[src/rtl/mouse_pkg.sv]
// ---------------------------------------------------------------------------
// mouse_pkg : shared types and limits for the mouse-to-analog-stick bridge
// Rev 1.0
// ---------------------------------------------------------------------------
`default_nettype none

package mouse_pkg;
  localparam int POS_MIN = -128;
  localparam int POS_MAX = 127;

  typedef logic signed [7:0] pos_t;
  typedef logic signed [9:0] sum_t;
endpackage

`default_nettype wire

[src/rtl/mouse_axis_acc.sv]
// ---------------------------------------------------------------------------
// mouse_axis_acc : one axis of mouse delta scaling, clamping, saturating
// accumulation and decay toward centre
// Rev 1.0
// ---------------------------------------------------------------------------
`default_nettype none

module mouse_axis_acc
  import mouse_pkg::*;
#(
  parameter int SHIFT     = 1,
  parameter int MAX_DELTA = 10,
  parameter bit INVERT    = 1'b0
) (
  input  logic       clk,
  input  logic       reset,
  input  logic       evt,
  input  logic       cancel,
  input  logic       decay_tick,
  input  logic       sign,
  input  logic [7:0] mag,
  output pos_t       pos
);

  localparam sum_t DELTA_LIM = sum_t'(MAX_DELTA);

  logic signed [8:0] w_raw;
  logic signed [8:0] w_shifted;
  sum_t              w_delta_ext;
  sum_t              w_delta_dir;
  sum_t              w_delta;
  sum_t              w_sum;
  pos_t              w_pos_sat;
  pos_t              w_pos_decay;

  always_comb begin
    w_raw       = {sign, mag};
    w_shifted   = w_raw >>> SHIFT;
    // Ten bits so that negating -256 (SHIFT=0) cannot overflow
    w_delta_ext = {w_shifted[8], w_shifted};
    w_delta_dir = INVERT ? -w_delta_ext : w_delta_ext;

    w_delta = w_delta_dir;
    if (w_delta_dir > DELTA_LIM) begin
      w_delta = DELTA_LIM;
    end else if (w_delta_dir < -DELTA_LIM) begin
      w_delta = -DELTA_LIM;
    end

    w_sum = {pos[7], pos[7], pos} + w_delta;
    if (w_sum > sum_t'(POS_MAX)) begin
      w_pos_sat = pos_t'(POS_MAX);
    end else if (w_sum < sum_t'(POS_MIN)) begin
      w_pos_sat = pos_t'(POS_MIN);
    end else begin
      w_pos_sat = w_sum[7:0];
    end

    w_pos_decay = pos;
    if (pos > 8'sd0) begin
      w_pos_decay = pos - 8'sd1;
    end else if (pos < 8'sd0) begin
      w_pos_decay = pos + 8'sd1;
    end
  end

  always_ff @(posedge clk) begin
    if (reset || cancel) begin
      pos <= '0;
    end else if (evt) begin
      pos <= w_pos_sat;
    end else if (decay_tick) begin
      pos <= w_pos_decay;
    end
  end

endmodule

`default_nettype wire

[src/rtl/mouse_to_analog.sv]
// ---------------------------------------------------------------------------
// mouse_to_analog : PS/2 mouse packets to emulated 5200 analog stick and fire
// buttons, arbitrated against the real analog stick
// Rev 1.0
// ---------------------------------------------------------------------------
`default_nettype none

module mouse_to_analog
  import mouse_pkg::*;
#(
  parameter int SHIFT     = 1,
  parameter int MAX_DELTA = 10,
  parameter int INVERT_Y  = 0,
  parameter int DECAY_DIV = 0
) (
  input  logic        clk_sys,
  input  logic        reset,
  input  logic [24:0] ps2_mouse,
  input  logic [15:0] joya,
  input  logic        cpu_halt,
  output logic [7:0]  ax,
  output logic [7:0]  ay,
  output logic [1:0]  btn,
  output logic        emu
);

  localparam bit          C_DECAY_EN  = (DECAY_DIV != 0);
  localparam logic [15:0] C_IDLE_LAST = C_DECAY_EN ? 16'(DECAY_DIV - 1) : 16'd0;

  logic        r_stb_d;
  logic        r_emu;
  logic [1:0]  r_btn;
  logic [15:0] r_idle;
  logic        w_event;
  logic        w_cancel;
  logic        w_decay_tick;
  pos_t        w_pos_x;
  pos_t        w_pos_y;
  logic        w_unused;

  assign w_event      = ps2_mouse[24] ^ r_stb_d;
  assign w_cancel     = (joya != 16'd0) || cpu_halt;
  assign w_decay_tick = C_DECAY_EN && r_emu && !w_event && (r_idle == C_IDLE_LAST);
  assign w_unused     = ^{ps2_mouse[7:6], ps2_mouse[3:2]};

  // Strobe copy tracks the bus even in reset, so leaving reset never fires an event
  always_ff @(posedge clk_sys) begin
    r_stb_d <= ps2_mouse[24];
    if (reset || w_cancel) begin
      r_emu  <= 1'b0;
      r_btn  <= 2'b00;
      r_idle <= 16'd0;
    end else if (w_event) begin
      r_emu  <= 1'b1;
      r_btn  <= ps2_mouse[1:0];
      r_idle <= 16'd0;
    end else if (C_DECAY_EN && r_emu) begin
      r_idle <= w_decay_tick ? 16'd0 : r_idle + 16'd1;
    end
  end

  mouse_axis_acc #(
    .SHIFT     (SHIFT),
    .MAX_DELTA (MAX_DELTA),
    .INVERT    (1'b0)
  ) u_acc_x (
    .clk        (clk_sys),
    .reset      (reset),
    .evt        (w_event),
    .cancel     (w_cancel),
    .decay_tick (w_decay_tick),
    .sign       (ps2_mouse[4]),
    .mag        (ps2_mouse[15:8]),
    .pos        (w_pos_x)
  );

  mouse_axis_acc #(
    .SHIFT     (SHIFT),
    .MAX_DELTA (MAX_DELTA),
    .INVERT    (INVERT_Y != 0)
  ) u_acc_y (
    .clk        (clk_sys),
    .reset      (reset),
    .evt        (w_event),
    .cancel     (w_cancel),
    .decay_tick (w_decay_tick),
    .sign       (ps2_mouse[5]),
    .mag        (ps2_mouse[23:16]),
    .pos        (w_pos_y)
  );

  assign ax  = r_emu ? w_pos_x : joya[7:0];
  assign ay  = r_emu ? w_pos_y : joya[15:8];
  assign btn = r_emu ? r_btn : 2'b00;
  assign emu = r_emu;

endmodule

`default_nettype wire

[config.mk]
export PLATFORM = sky130hd
export DESIGN_NAME = mouse_to_analog
export DESIGN_NICKNAME = d
export VERILOG_FILES = /design/src/rtl/mouse_pkg.sv /design/src/rtl/mouse_axis_acc.sv /design/src/rtl/mouse_to_analog.sv
export SDC_FILE = /design/constraint.sdc
export NUM_CORES = 1
export LEC_CHECK = 0
export ABC_AREA = 1
export CAP_MARGIN = 5
export CORE_ASPECT_RATIO = 1.4
export CORE_MARGIN = 2
export CORE_UTILIZATION = 52
export DETAILED_ROUTE_END_ITERATION = 10
export PLACE_DENSITY = 0.9
export SYNTH_ARGS = -nofsm -noshare
export SYNTH_HDL_FRONTEND = slang
export SYNTH_SLANG_ARGS = --single-unit
export TNS_END_PERCENT = 20
[constraint.sdc]
create_clock -name clk_sys -period 9.1 [get_ports clk_sys]
set_input_delay 1.82 -clock clk_sys [delete_from_list [all_inputs] [get_ports clk_sys]]
set_output_delay 1.82 -clock clk_sys [all_outputs]
set_load 0.01 [all_outputs]
==> impl_summary.md <==
CTS
In this run, post-CTS hold repair placed 0 buffers. For the worst-skew pair, the clock arrives at the later sink with an insertion delay of 0.26 ns. The number of gates resized after CTS was 0. The count of H-tree levels built during CTS is 1. After clock tree synthesis, the setup repair step added 0 buffers. The largest buffer count on any clock path is 2. The CTS tree is built.

Clock tree synthesis found a total of 20 sinks. The TritonCTS buffer count is 3. The tree is rooted in a sky130_fd_sc_hd__clkbuf_8. The clock transition at the registers of the reported paths is 0.07 ns.

Logic synthesis
The fraction of the yosys area taken by sequential cells is 18.8%. sky130_fd_sc_hd__dfxtp_1 takes more of the synthesized area than any other cell. After synthesis the netlist holds a flip-flop and latch count of 20.

The synthesized netlist contains 31 unique library cells. The post-synthesis average cell area is 5.91 sq um. The share of synthesized area in the top cell type comes to 18.8%. The number of nets in the synthesized netlist is 424. The Yosys step of the flow raised 0 warnings. Sorting the synthesized cells by area gives the leading types as sky130_fd_sc_hd__dfxtp_1, sky130_fd_sc_hd__nand2_1, sky130_fd_sc_hd__ha_1. Summing every instance area after synthesis gives 2130 sq um. The synthesized instance count is 360.

Layout
The total area of sequential cells is 400 sq um. The net total in the final layout is 480. The finished layout holds 458 standard cells, fillers aside. With fillers left out, the area of the finished cells amounts to 2780 sq um. The area taken by multi-input logic gates is 1470 sq um. The area growth from synthesis to layout is 30.6%. The filler cells instantiated in the layout total 347. Of the cells placed in the final design, the portion with a size suffix greater than 1 is 7.23%. The number of antenna diodes in the final layout is 0.

Detailed routing
In the routed design, unresolved DRC markers number 0. The detailed-router iteration count before antenna repair is 5. The vias per cell is 5.28.

The count of routing violations after the opening detailed-route iteration is 54. Summing over every cut layer, the via total after detailed routing is 2420. In the final routed layout, each cell accounts on average for 12.4 um. The final routed wirelength across all metal layers is 5670 um. Once detail routing completed, the nets flagged for antenna violations numbered 0.

Die
Measured along the y axis, the die boundary spans 79.7 um. In this run the count of I/O pins placed on the die edge is 63. The initial utilization of the core area, before any placement, comes to 54.3%. The floorplan step defined a core boundary enclosing 3920 sq um.

The initialized floorplan defines 27 standard-cell rows. The die is 58.1 um wide. The floorplan step defined a die boundary enclosing 4630 sq um.

GRT
In this run the most used layer during global routing was met2. Across every metal layer, demand over resource in global routing totals 26.4%. The largest net degree at the start of global routing is 28. The number of global-route vias before repair is 2357.

The initial antenna violation count is 0. The global-route wire length before repair is 9650 um. In the global route stage, met2 resource usage came out at 53.0%. Global routing consumed, on the met3 layer, 2.43% of the routing resources.

In the global route stage, met1 resource usage came out at 24.3%. The total overflow left after global routing is 0.

Setup path
The worst setup path is captured at an output port. The kind of critical path is in2out. STA classifies the critical path startpoint as a primary input. The arrival time reported for the critical path endpoint is 3.04 ns. The startpoint identified for the worst register-to-register timing path is u_acc_y.pos[0].

The worst setup path startpoint is joya[12]. The highest fanout seen on the critical path is 2. The worst path required time is 7.28 ns.

Power and ir drop
VDD sags by at most 0.0907 mV. For this design the static power due to leakage is 1.37 nW. The power after layout is 0.000232 W. The cell area power density is 83.4 nW/um^2.

STA
The final critical path time including I/O delays and setup is 4.86 ns. The max-slew headroom at the worst pin is 71.9%. For this run, the top clock speed supported by timing is 0.206 GHz.

Setup violations remaining at the end of the flow were counted as 0. The final number of hold-violating endpoints is 0. The final clock period utilization by the worst path is 53.4%. Setup repair after global routing left no endpoint under its margin.

The final clock skew is 0.00143 ns. The final count of pins violating max slew is 0. At the pin with the least slew margin, the transition time is 0.418 ns.

After routing, the total negative slack on setup checks comes to 0 ns.

Place
The congestion estimate from routability-driven global placement came to 0.910. Buffers placed on the I/O ports in this run total 56. Once placement finished, the instance area stood at 2730 sq um. Including well taps, the total number of placed cells is 454. The half-perimeter wire length after placement is 4710 um.

Min path
The worst min-delay path startpoint is r_btn[1]. The worst min-delay path category is reg2reg.

Run
The number of violations of the max-capacitance limit is 0.

Run status
The flow ran to the end, and the final reports show no timing, DRC or antenna violations.
[cells in the mapped netlist]
cell type / instances
sky130_fd_sc_hd__nand2_1: 92
sky130_fd_sc_hd__inv_1: 56
sky130_fd_sc_hd__nor2_1: 46
sky130_fd_sc_hd__a21oi_1: 31
sky130_fd_sc_hd__o21ai_0: 26
sky130_fd_sc_hd__dfxtp_1: 20
sky130_fd_sc_hd__ha_1: 18
sky130_fd_sc_hd__nand2_2: 13
sky130_fd_sc_hd__nand3_1: 13
sky130_fd_sc_hd__xnor2_1: 6
sky130_fd_sc_hd__clkbuf_1: 4
sky130_fd_sc_hd__inv_2: 4
sky130_fd_sc_hd__nor3_1: 4
sky130_fd_sc_hd__nand4_1: 3
sky130_fd_sc_hd__xor2_1: 3
sky130_fd_sc_hd__a21oi_2: 2
sky130_fd_sc_hd__buf_2: 2
sky130_fd_sc_hd__fa_1: 2
sky130_fd_sc_hd__o2111ai_1: 2
sky130_fd_sc_hd__o21ai_2: 2
sky130_fd_sc_hd__a211oi_1: 1
sky130_fd_sc_hd__a21oi_4: 1
sky130_fd_sc_hd__a31oi_1: 1
sky130_fd_sc_hd__clkinv_1: 1
sky130_fd_sc_hd__nand2_4: 1
sky130_fd_sc_hd__nor4_1: 1
sky130_fd_sc_hd__o211ai_1: 1
sky130_fd_sc_hd__o21ai_1: 1
sky130_fd_sc_hd__o21ai_4: 1
sky130_fd_sc_hd__or2_1: 1
sky130_fd_sc_hd__or2_2: 1
[final timing paths]
path         slack, ns             end  depth (start not counted)
min               0.49        r_btn[1]                          2
min reg2reg       0.49        r_btn[1]                          2
max reg2reg       6.95  u_acc_y.pos[0]                         11
max               4.24           ay[4]                          4
[placed cells by master (no fill, tap or decap), drive strengths merged, types with 6 or more instances in the layout]
cell	netlist	routed
nor2	46	46
dfxtp	20	20
inv	60	60
nand3	13	13
nand2	106	106
o21ai	30	30
ha	18	18
xnor2	6	6
a21oi	34	34
clkdlybuf4s50	0	56
[per-stage QoR]
step	setup WS, ns	hold WS (ns)	util (%)
global placement	4.11	0.470	69.5
CTS	4.24	0.487	70.9
floorplan	4.89	0.458	-
finish	4.24	0.487	70.9
detailed placement	4.05	0.477	69.5
global route	3.95	0.508	70.9
[logic make-up after synthesis]
family / Yosys count / share of synthesized area (%)
adders and majority gates: 20 / 12.5
and+or+nand+nor: 175 / 34.5
AOI/OAI and AO/OA: 69 / 18.6
buffers and inverters: 67 / 11.9
DFF: 20 / 18.8
xor gates and xnor gates: 9 / 3.70
[area by class of cell]
class                           count  area share, %
Inverter                           61           8.24
Sequential cell                    20           14.4
Timing Repair Buffer               57           20.4
Tap cell                           43           1.94
Multi-Input combinational cell    273           53.0
Clock buffer                        4           1.98
[flip-flops by register name, indices dropped and copies added (netlist names)]
name and flops:
u_acc_y.pos 8, u_acc_x.pos 8, r_btn 2, emu 1, r_stb_d 1
[report_power, final]
part | internal, W | switching [W]
Sequential | 0.0000877 | 0.0000000938
Clock | 0.0000386 | 0.0000293
Combinational | 0.0000369 | 0.0000393
[metal layers]
| layer | vias to the layer above | part of all wire, % |
|---|---|---|
| met2 | 72 | 54 |
| met5 | - | 0 |
| met3 | 26 | 4.1 |
| met1 | 1072 | 37 |
| met4 | 0 | 4.6 |
| li1 | 1250 | - |
[critical path, cell delays in order]
cell and delay (ns):
sky130_fd_sc_hd__clkdlybuf4s50_1 0.47, sky130_fd_sc_hd__inv_1 0.05, sky130_fd_sc_hd__o21ai_0 0.14, sky130_fd_sc_hd__clkdlybuf4s50_1 0.56
No activity file was read; power rests on OpenSTA's default activity.
